[config.mk]
export PLATFORM = sky130hd
export DESIGN_NAME = iir_inverse
export DESIGN_NICKNAME = d
export VERILOG_FILES = /design/src/rtl/iir_inverse.sv
export SDC_FILE = /design/constraint.sdc
export NUM_CORES = 1
export LEC_CHECK = 0
export ABC_CLOCK_PERIOD_IN_PS = 3400
export BUFFER_PORTS_ARGS = -buffer_cell sky130_fd_sc_hd__buf_4
export CAP_MARGIN = 0
export CORE_MARGIN = 2
export CORE_UTILIZATION = 45
export CTS_CLUSTER_DIAMETER = 150
export DETAILED_ROUTE_END_ITERATION = 8
export PLACE_DENSITY = 0.66
export SYNTH_ARGS = -nofsm -noshare
export SYNTH_HDL_FRONTEND = slang
export SYNTH_SLANG_ARGS = --single-unit
[constraint.sdc]
create_clock -name clk -period 3.4 [get_ports clk]
set_clock_uncertainty 0.2 [all_clocks]
set_input_delay 0.51 -clock clk [delete_from_list [all_inputs] [get_ports clk]]
set_output_delay 0.51 -clock clk [all_outputs]
set_load 0.03 [all_outputs]
[src/rtl/iir_inverse.sv]
// Streaming inverse of the (1+z^-1)/(1-z^-1) IIR: rebuilds x from y with valid/ready and a 2-deep output FIFO.
// Optional IIR_INV_MONITOR_EN adds mon_err_cnt, counting popped samples that differ from a free-running counter.
`timescale 1ns/1ps
module iir_inverse #(
  parameter int W           = 8,
  parameter int PRIME_CHECK = 1
) (
  input  logic         clk,
  input  logic         reset,
  input  logic [W-1:0] in_data,
  input  logic         in_valid,
  output logic         in_ready,
  input  logic         resync,
  output logic [W-1:0] out_data,
  output logic         out_valid,
  input  logic         out_ready,
  output logic         prime_err,
  output logic [15:0]  sample_cnt
`ifdef IIR_INV_MONITOR_EN
  ,
  output logic [15:0]  mon_err_cnt
`endif
);

  typedef enum logic {PRIME, RUN} state_e;

  state_e              state_q, state_d;
  logic [W-1:0]        s_q, s_d;
  logic [1:0][W-1:0]   buf_q, buf_d;
  logic                wr_ptr_q, wr_ptr_d;
  logic                rd_ptr_q, rd_ptr_d;
  logic [1:0]          cnt_q, cnt_d;
  logic                prime_err_q, prime_err_d;
  logic [15:0]         sample_cnt_q, sample_cnt_d;

  logic                accept, push, pop;
  logic [W-1:0]        s_x2, x;

  assign in_ready   = reset & (cnt_q != 2'd2);
  assign out_valid  = (cnt_q != 2'd0);
  assign out_data   = out_valid ? buf_q[rd_ptr_q] : '0;
  assign prime_err  = prime_err_q;
  assign sample_cnt = sample_cnt_q;

  assign accept = in_valid & in_ready;
  assign push   = accept & (state_q == RUN);
  assign pop    = out_valid & out_ready;
  assign s_x2   = s_q << 1;
  assign x      = in_data - s_x2;

  always_comb begin
    state_d      = state_q;
    s_d          = s_q;
    buf_d        = buf_q;
    wr_ptr_d     = wr_ptr_q;
    rd_ptr_d     = rd_ptr_q;
    cnt_d        = cnt_q;
    prime_err_d  = prime_err_q;
    sample_cnt_d = sample_cnt_q;
    if (resync) begin
      // resync wins over accept and pop in the same cycle; prime_err survives
      state_d      = PRIME;
      s_d          = '0;
      wr_ptr_d     = 1'b0;
      rd_ptr_d     = 1'b0;
      cnt_d        = 2'd0;
      sample_cnt_d = 16'd0;
    end else begin
      if (accept && state_q == PRIME) begin
        state_d = RUN;
        if (PRIME_CHECK != 0 && in_data != '0) prime_err_d = 1'b1;
      end
      if (push) begin
        buf_d[wr_ptr_q] = x;
        wr_ptr_d        = ~wr_ptr_q;
        s_d             = s_q + x;
      end
      if (pop) begin
        rd_ptr_d     = ~rd_ptr_q;
        sample_cnt_d = sample_cnt_q + 16'd1;
      end
      cnt_d = cnt_q + {1'b0, push} - {1'b0, pop};
    end
  end

  always_ff @(posedge clk or negedge reset) begin
    if (!reset) begin
      state_q      <= PRIME;
      s_q          <= '0;
      buf_q        <= '0;
      wr_ptr_q     <= 1'b0;
      rd_ptr_q     <= 1'b0;
      cnt_q        <= 2'd0;
      prime_err_q  <= 1'b0;
      sample_cnt_q <= 16'd0;
    end else begin
      state_q      <= state_d;
      s_q          <= s_d;
      buf_q        <= buf_d;
      wr_ptr_q     <= wr_ptr_d;
      rd_ptr_q     <= rd_ptr_d;
      cnt_q        <= cnt_d;
      prime_err_q  <= prime_err_d;
      sample_cnt_q <= sample_cnt_d;
    end
  end

`ifdef IIR_INV_MONITOR_EN
  logic [W-1:0] mon_exp_q, mon_exp_d;
  logic [15:0]  mon_err_q, mon_err_d;

  assign mon_err_cnt = mon_err_q;

  always_comb begin
    mon_exp_d = mon_exp_q;
    mon_err_d = mon_err_q;
    if (resync) begin
      mon_exp_d = '0;
    end else if (pop) begin
      mon_exp_d = mon_exp_q + W'(1);
      if (out_data != mon_exp_q && mon_err_q != 16'hFFFF) mon_err_d = mon_err_q + 16'd1;
    end
  end

  always_ff @(posedge clk or negedge reset) begin
    if (!reset) begin
      mon_exp_q <= '0;
      mon_err_q <= 16'd0;
    end else begin
      mon_exp_q <= mon_exp_d;
      mon_err_q <= mon_err_d;
    end
  end
`endif

endmodule

==> run_results.csv, run 1 <==
group,metric,value,unit
global_routing,grt_pass1_vias,1722,
clocking,clockBufferDepth,2,
synth,synth_compound_area_share,7.72,%
global_routing,antenna_found_initial,0,
synth,synth_common_cells,"45 x dfrtp_1, 43 x nor2_1, 17 x xor2_1",
floorplanning,io_pins,40,
cells_and_area,drive_gt1_share,23.6,%
sta,rsz0062_at_grt,"false",
worst_setup_path,worst-r2r-setup-slack,0.25,ns
clocking,cts_sinks,45,
synth,synth_nets,282,
floorplanning,fp.dieW,79.4,µm
synth,synth_ff_type,"dfrtp_1",
placed_design,dp_cells,358,
clocking,post_cts_resized,0,
global_routing,grt_pass1_wl,8360,µm
sta,clock.fmax,0.317,GHz
worst_setup_path,crit_path_top_delay_cell,"dfrtp_1",
synth,yosysTopAreaCell,"dfrtp_1",
worst_setup_path,crit_top_cell,"ha_1",
clocking,root_buffer,"clkbuf_8",
sta,finalSetupViolCount,0,
power,p_leak,1.44,nW
worst_setup_path,crit_buf_inv,1,
sta,fin_tns_setup,0,ns
floorplanning,num_rows,27,
global_routing,grt_max_degree,47,
drt,drt-total-wl,5010,µm
synth,synth_top_cell_area_share,44.0,%
sta,finalMaxSlewViolations,0,
placed_design,io_buffers,39,
sta,worst_pin_slew,0.683,ns
synth,synth_seq_cells,45,
worst_setup_path,cpPeakStageDelay,0.40,ns
global_routing,grt_overflow,0,
global_routing,grtUsageTotal,17.2,%
sta,layout_setup_ws,0.249,ns
cells_and_area,fin_util,54.6,%
cells_and_area,stdcell_count,364,
power,ir_drop,0.257,mV
drt,wire_per_inst,13.8,µm
worst_setup_path,cp_max_fo,3,
synth,synthAdderAreaFrac,8.90,%
placed_design,place_ws,0.0777,ns
synth,yosysWarnings,0,
synth,yosysSeqAreaShare,44.0,%
sta,hold_violations,0,
worst_setup_path,cp-start-kind,"flip-flop",
clocking,cts_tree,"done",
placed_design,gp_congestion,0.793,
drt,vias,1867,
clocking,post_cts_buffers,0,
worst_setup_path,crit_type,"flip-flop to flip-flop",
sta,period_needed,3.15,ns
drt,drt-initial-drc-count,109,
synth,muxShareOfSynthArea,10.1,%
clocking,clk_pin_slew,0.07,ns
cells_and_area,area_delta_synth_final,17.4,%
min_path,min_path_type,"input port to async pin",
floorplanning,die-area,6310,µm²
drt,drc,0,
drt,vias_per_cell,5.13,
worst_setup_path,cp.required,3.42,ns
synth,synth_most_common_cell,"dfrtp_1",
synth,synth-xor-area-share,8.55,%
power,p_per_area,515,nW/µm²
synth,synth_top_family_by_area,"simple AND/OR/NAND/NOR gates",
status,status,"finished, final reports clean",
floorplanning,die_h,79.4,µm
worst_setup_path,path_cells,"inv_1 > ha_1 > nor2b_1 > o21ai_0 > a21boi_0 > ha_1 > o21a_1 > o31a_1 > o22ai_1 > xor2_1 > or3_1 > a21oi_1",
worst_setup_path,worst_ep_arrival_time,3.17,ns
worst_setup_path,critical_path.endpoint_type,"flip-flop",
synth,synthTopCellsByArea,"dfrtp_1 44%, ha_1 7.3%, nor2_1 6.3%",
worst_setup_path,cp_top_family,"compound AO/OA/AOI/OAI gates",
clocking,clkLatencyLatePin,0.30,ns
sta,max_slew_margin,54.2,%
floorplanning,initial_core_util,46.5,%
drt,drt_pass1_iterations,4,
sta,fin_crit_sh,92.7,%
drt,antenna_left,0,
synth,syn_area,2560,µm²
clocking,cts_inserted_buffers,5,
cells_and_area,n_antenna_cell,0,
cells_and_area,nets,323,
clocking,cts_hold_buffers,0,
synth,avgSynthCellArea,10.2,µm²
synth,synth_edf_count,0,
clocking,htreeDepth,2,
synth,yosysUniqueCellTypes,47,
floorplanning,coreArea,5510,µm²
synth,netlist_instances,252,
job,cap_violations,0,
synth,synth-simple-area-share,17.6,%
synth,async_reset_ff_share,100,%
sta,holdWs,0.104,ns
placed_design,dpl.hpwl,3660,µm
-- metal layers --
layer  GRT usage (%)  vias to the layer above  part of all wire, %
li1                -                      945                    -
met1            23.7                      893                   49
met2            26.9                       23                   47
met3            3.85                        6                  2.6
met4            6.03                        0                  1.4
met5               0                        -                    0
-- cell type report --
type,instances,area [µm²]
clock inverter,1,5.00
tap,72,90.1
sequential,45,1130
inverter,14,52.6
clock buffer,5,68.8
fill,507,2500
timing repair buffer,41,308
multi-input combinational,186,1350
-- cell families (layout without fill, tap and decap cells) --
kind of cell | after synthesis | in the layout
and+or+nand+nor | 90 | 90
DFF | 45 | 45
AOI/OAI and AO/OA | 30 | 30
xor gates and xnor gates | 25 | 25
muxes | 24 | 24
buffers and inverters | 21 | 61
adders and majority gates | 17 | 17
-- worst paths after layout --
path	start	end	cells after the start
max	s_q[1]	s_q[6]	12
min	reset	s_q[5]	2
max reg2reg	s_q[1]	s_q[6]	12
min reg2reg	prime_err	prime_err	1
max in group asynchronous	reset	s_q[6]	2
min in group clk	prime_err	prime_err	1
-- stage by stage --
stage	total power [W]	cell area, µm²
floorplan	0.00108	2560
global placement	0.00125	2930
detailed placement	0.00126	2930
CTS	0.00157	3000
global route	0.00165	3000
finish	0.00155	3000
-- state kept, by name, summed over array words and instances (netlist names) --
register / cells
cnt_q: 2
s_q: 7
sample_cnt: 16
wr_ptr_q: 1
prime_err: 1
state_q: 1
buf_q: 16
rd_ptr_q: 1
-- power breakdown --
group	switching (W)	total, W	internal [W]	leakage, nW
sequential	0.0000700	0.000680	0.000610	0.608
clock	0.000168	0.000303	0.000135	0.0399
combinational	0.000319	0.000564	0.000245	0.789
-- worst reg2reg max path: cells and delay by family, from the launching register on --
kind | cells | cell delay [ns]
buf+inv | 1 | 0.17
xor+xnor | 1 | 0.09
simple gates | 2 | 0.46
flops | 1 | 0.40
compound gates | 6 | 1.17
fa+ha+maj | 2 | 0.60
-- cell usage in the layout, fill, tap and decap left out, drive strengths merged, types with 3 or more instances in the layout --
cell,n
nor2b,6
nand2,11
ha,15
nor2,43
buf,41
nand4,3
mux2i,10
inv,14
and3,3
o21a,3
dfrtp,45
a21oi,10
nand3,6
mux2,14
clkbuf,5
o21ai,6
xor2,17
xnor2,8
Power figures use the tool's default switching activity.
==> inputs of run 2 (changes only) <==
CORE_UTILIZATION = 51   (was 45)
PLACE_DENSITY = 0.73   (was 0.66)
==> run_results.csv, run 2 (same netlist as run 1, synthesis figures left out) <==
group,metric,value,unit
status,status,"finished, final reports clean",
cells_and_area,mostFrequentLayoutCells,"45 x dfrtp_1, 43 x nor2_1, 41 x buf_4, 17 x xor2_1, 15 x ha_1",
power,p_per_area,526,nW/µm²
drt,antenna_left,0,
drt,vias,1888,
clocking,cts_tree,"done",
power,power.share.clock,21.7,%
sta,period_needed,3.10,ns
worst_setup_path,cp.required,3.43,ns
cells_and_area,area_delta_synth_final,18.0,%
floorplanning,die_h,74.9,µm
drt,drt-initial-drc-count,111,
clocking,clkLatencyLatePin,0.29,ns
global_routing,grt_overflow,0,
cells_and_area,layout_commonest_cell,"dfrtp_1",
cells_and_area,n_antenna_cell,0,
global_routing,grtUsageTotal,20.2,%
placed_design,io_buffers,39,
sta,finalMaxSlewViolations,0,
global_routing,grt_pass1_wl,8530,µm
drt,drt_pass1_iterations,5,
power,ir_drop,0.368,mV
drt,drc,0,
clocking,cts_sinks,45,
sta,finalSetupViolCount,0,
cells_and_area,drive_gt1_share,24.1,%
cells_and_area,nets,323,
floorplanning,coreArea,4790,µm²
global_routing,grt_max_degree,47,
clocking,htreeDepth,2,
drt,wire_per_inst,13.8,µm
power,power_switching,0.000568,W
power,p_total,0.00159,W
sta,hold_violations,0,
worst_setup_path,cp_max_fo,3,
sta,fin_crit_sh,91.3,%
worst_setup_path,cp-start-kind,"flip-flop",
power,seqPwrFrac,42.8,%
global_routing,grt_pass1_vias,1783,
clocking,cts_hold_buffers,0,
sta,worst_pin_slew,0.670,ns
min_path,min_path_type,"input port to async pin",
floorplanning,initial_core_util,53.5,%
power,switching_share,35.8,%
clocking,root_buffer,"clkbuf_8",
floorplanning,die-area,5600,µm²
power,p_int,0.00102,W
global_routing,antenna_found_initial,0,
cells_and_area,fin_util,63.1,%
placed_design,dpl.hpwl,3720,µm
drt,vias_per_cell,5.23,
drt,drt-total-wl,4970,µm
floorplanning,num_rows,25,
sta,max_slew_margin,55.1,%
floorplanning,io_pins,40,
clocking,clockBufferDepth,2,
worst_setup_path,worst_ep_arrival_time,3.13,ns
sta,fin_tns_setup,0,ns
sta,rsz0062_at_grt,"false",
placed_design,gp_congestion,0.752,
power,p_leak,1.45,nW
worst_setup_path,crit_type,"flip-flop to flip-flop",
worst_setup_path,critical_path.endpoint_type,"flip-flop",
sta,clock.fmax,0.322,GHz
clocking,post_cts_buffers,0,
floorplanning,fp.dieW,74.9,µm
clocking,post_cts_resized,0,
power,p_comb_share,35.5,%
clocking,clk_pin_slew,0.08,ns
clocking,cts_inserted_buffers,5,
job,cap_violations,0,
-- run 2: changes by cell type in the layout (fill, tap and decap cells not counted) --
| cell | delta |
|---|---|
| clkbuf_8 | +1 |
| clkinv_4 | +1 |
-- run 2: worst paths after layout --
path | from | to | slack (ns) | depth (start not counted)
worst min register to register | prime_err | prime_err | 0.28 | 1
max in group asynchronous | reset | buf_q[12] | 2.51 | 2
worst min-delay path | reset | s_q[5] | 0.1 | 2
worst max-delay path | s_q[1] | s_q[6] | 0.30 | 12
worst max register to register | s_q[1] | s_q[6] | 0.30 | 12
min in group clk | prime_err | prime_err | 0.28 | 1
-- run 2: final cells by class --
cell class | count | area, µm²
Clock buffer | 6 | 82.6
Sequential cell | 45 | 1130
Tap cell | 67 | 83.8
Clock inverter | 2 | 13.8
Inverter | 14 | 52.6
Multi-Input combinational cell | 186 | 1350
Fill cell | 411 | 1770
Timing Repair Buffer | 41 | 308
-- run 2: metrics by stage --
step                cells  cell area (µm²)  hold slack (ns)  setup WS [ns]
floorplan             252             2560           0.0144          0.378
global placement      353             2920            0.262          0.171
detailed placement    353             2920            0.264         0.0937
CTS                   361             3020            0.132          0.288
global route          361             3020            0.156         0.0192
finish                361             3020           0.0977          0.295
-- run 2: per-layer routing --
| layer | GRT usage, % | part of all wire (%) | up-vias | wire [µm] |
|---|---|---|---|---|
| met3 | 5.09 | 3.6 | 4 | 181 |
| met4 | 4.76 | 0.85 | 0 | 42 |
| met1 | 28.8 | 48 | 910 | 2390 |
| met2 | 31.5 | 47 | 28 | 2350 |
| li1 | - | - | 946 | - |
| met5 | 0 | 0 | - | 0 |
-- run 2: power by group through the flow --
stage	Combinational, W	Sequential (W)	Clock, W
final	0.000563	0.000680	0.000344
after global routing	0.000619	0.000693	0.000375
after CTS	0.000569	0.000681	0.000353
after detailed placement	0.000568	0.000692	0
after global placement	0.000555	0.000689	0
after floorplan	0.000409	0.000669	0
-- run 2: worst max-delay path, stage by stage, from the launching register on --
cell      delay [ns]
dfrtp_1         0.41
inv_1           0.16
ha_1            0.25
nor2b_1         0.16
o21ai_0         0.23
a21boi_0        0.38
ha_1            0.34
o21a_1          0.11
o31a_1          0.11
o22ai_1         0.16
xor2_1          0.09
or3_1           0.31
a21oi_1         0.14
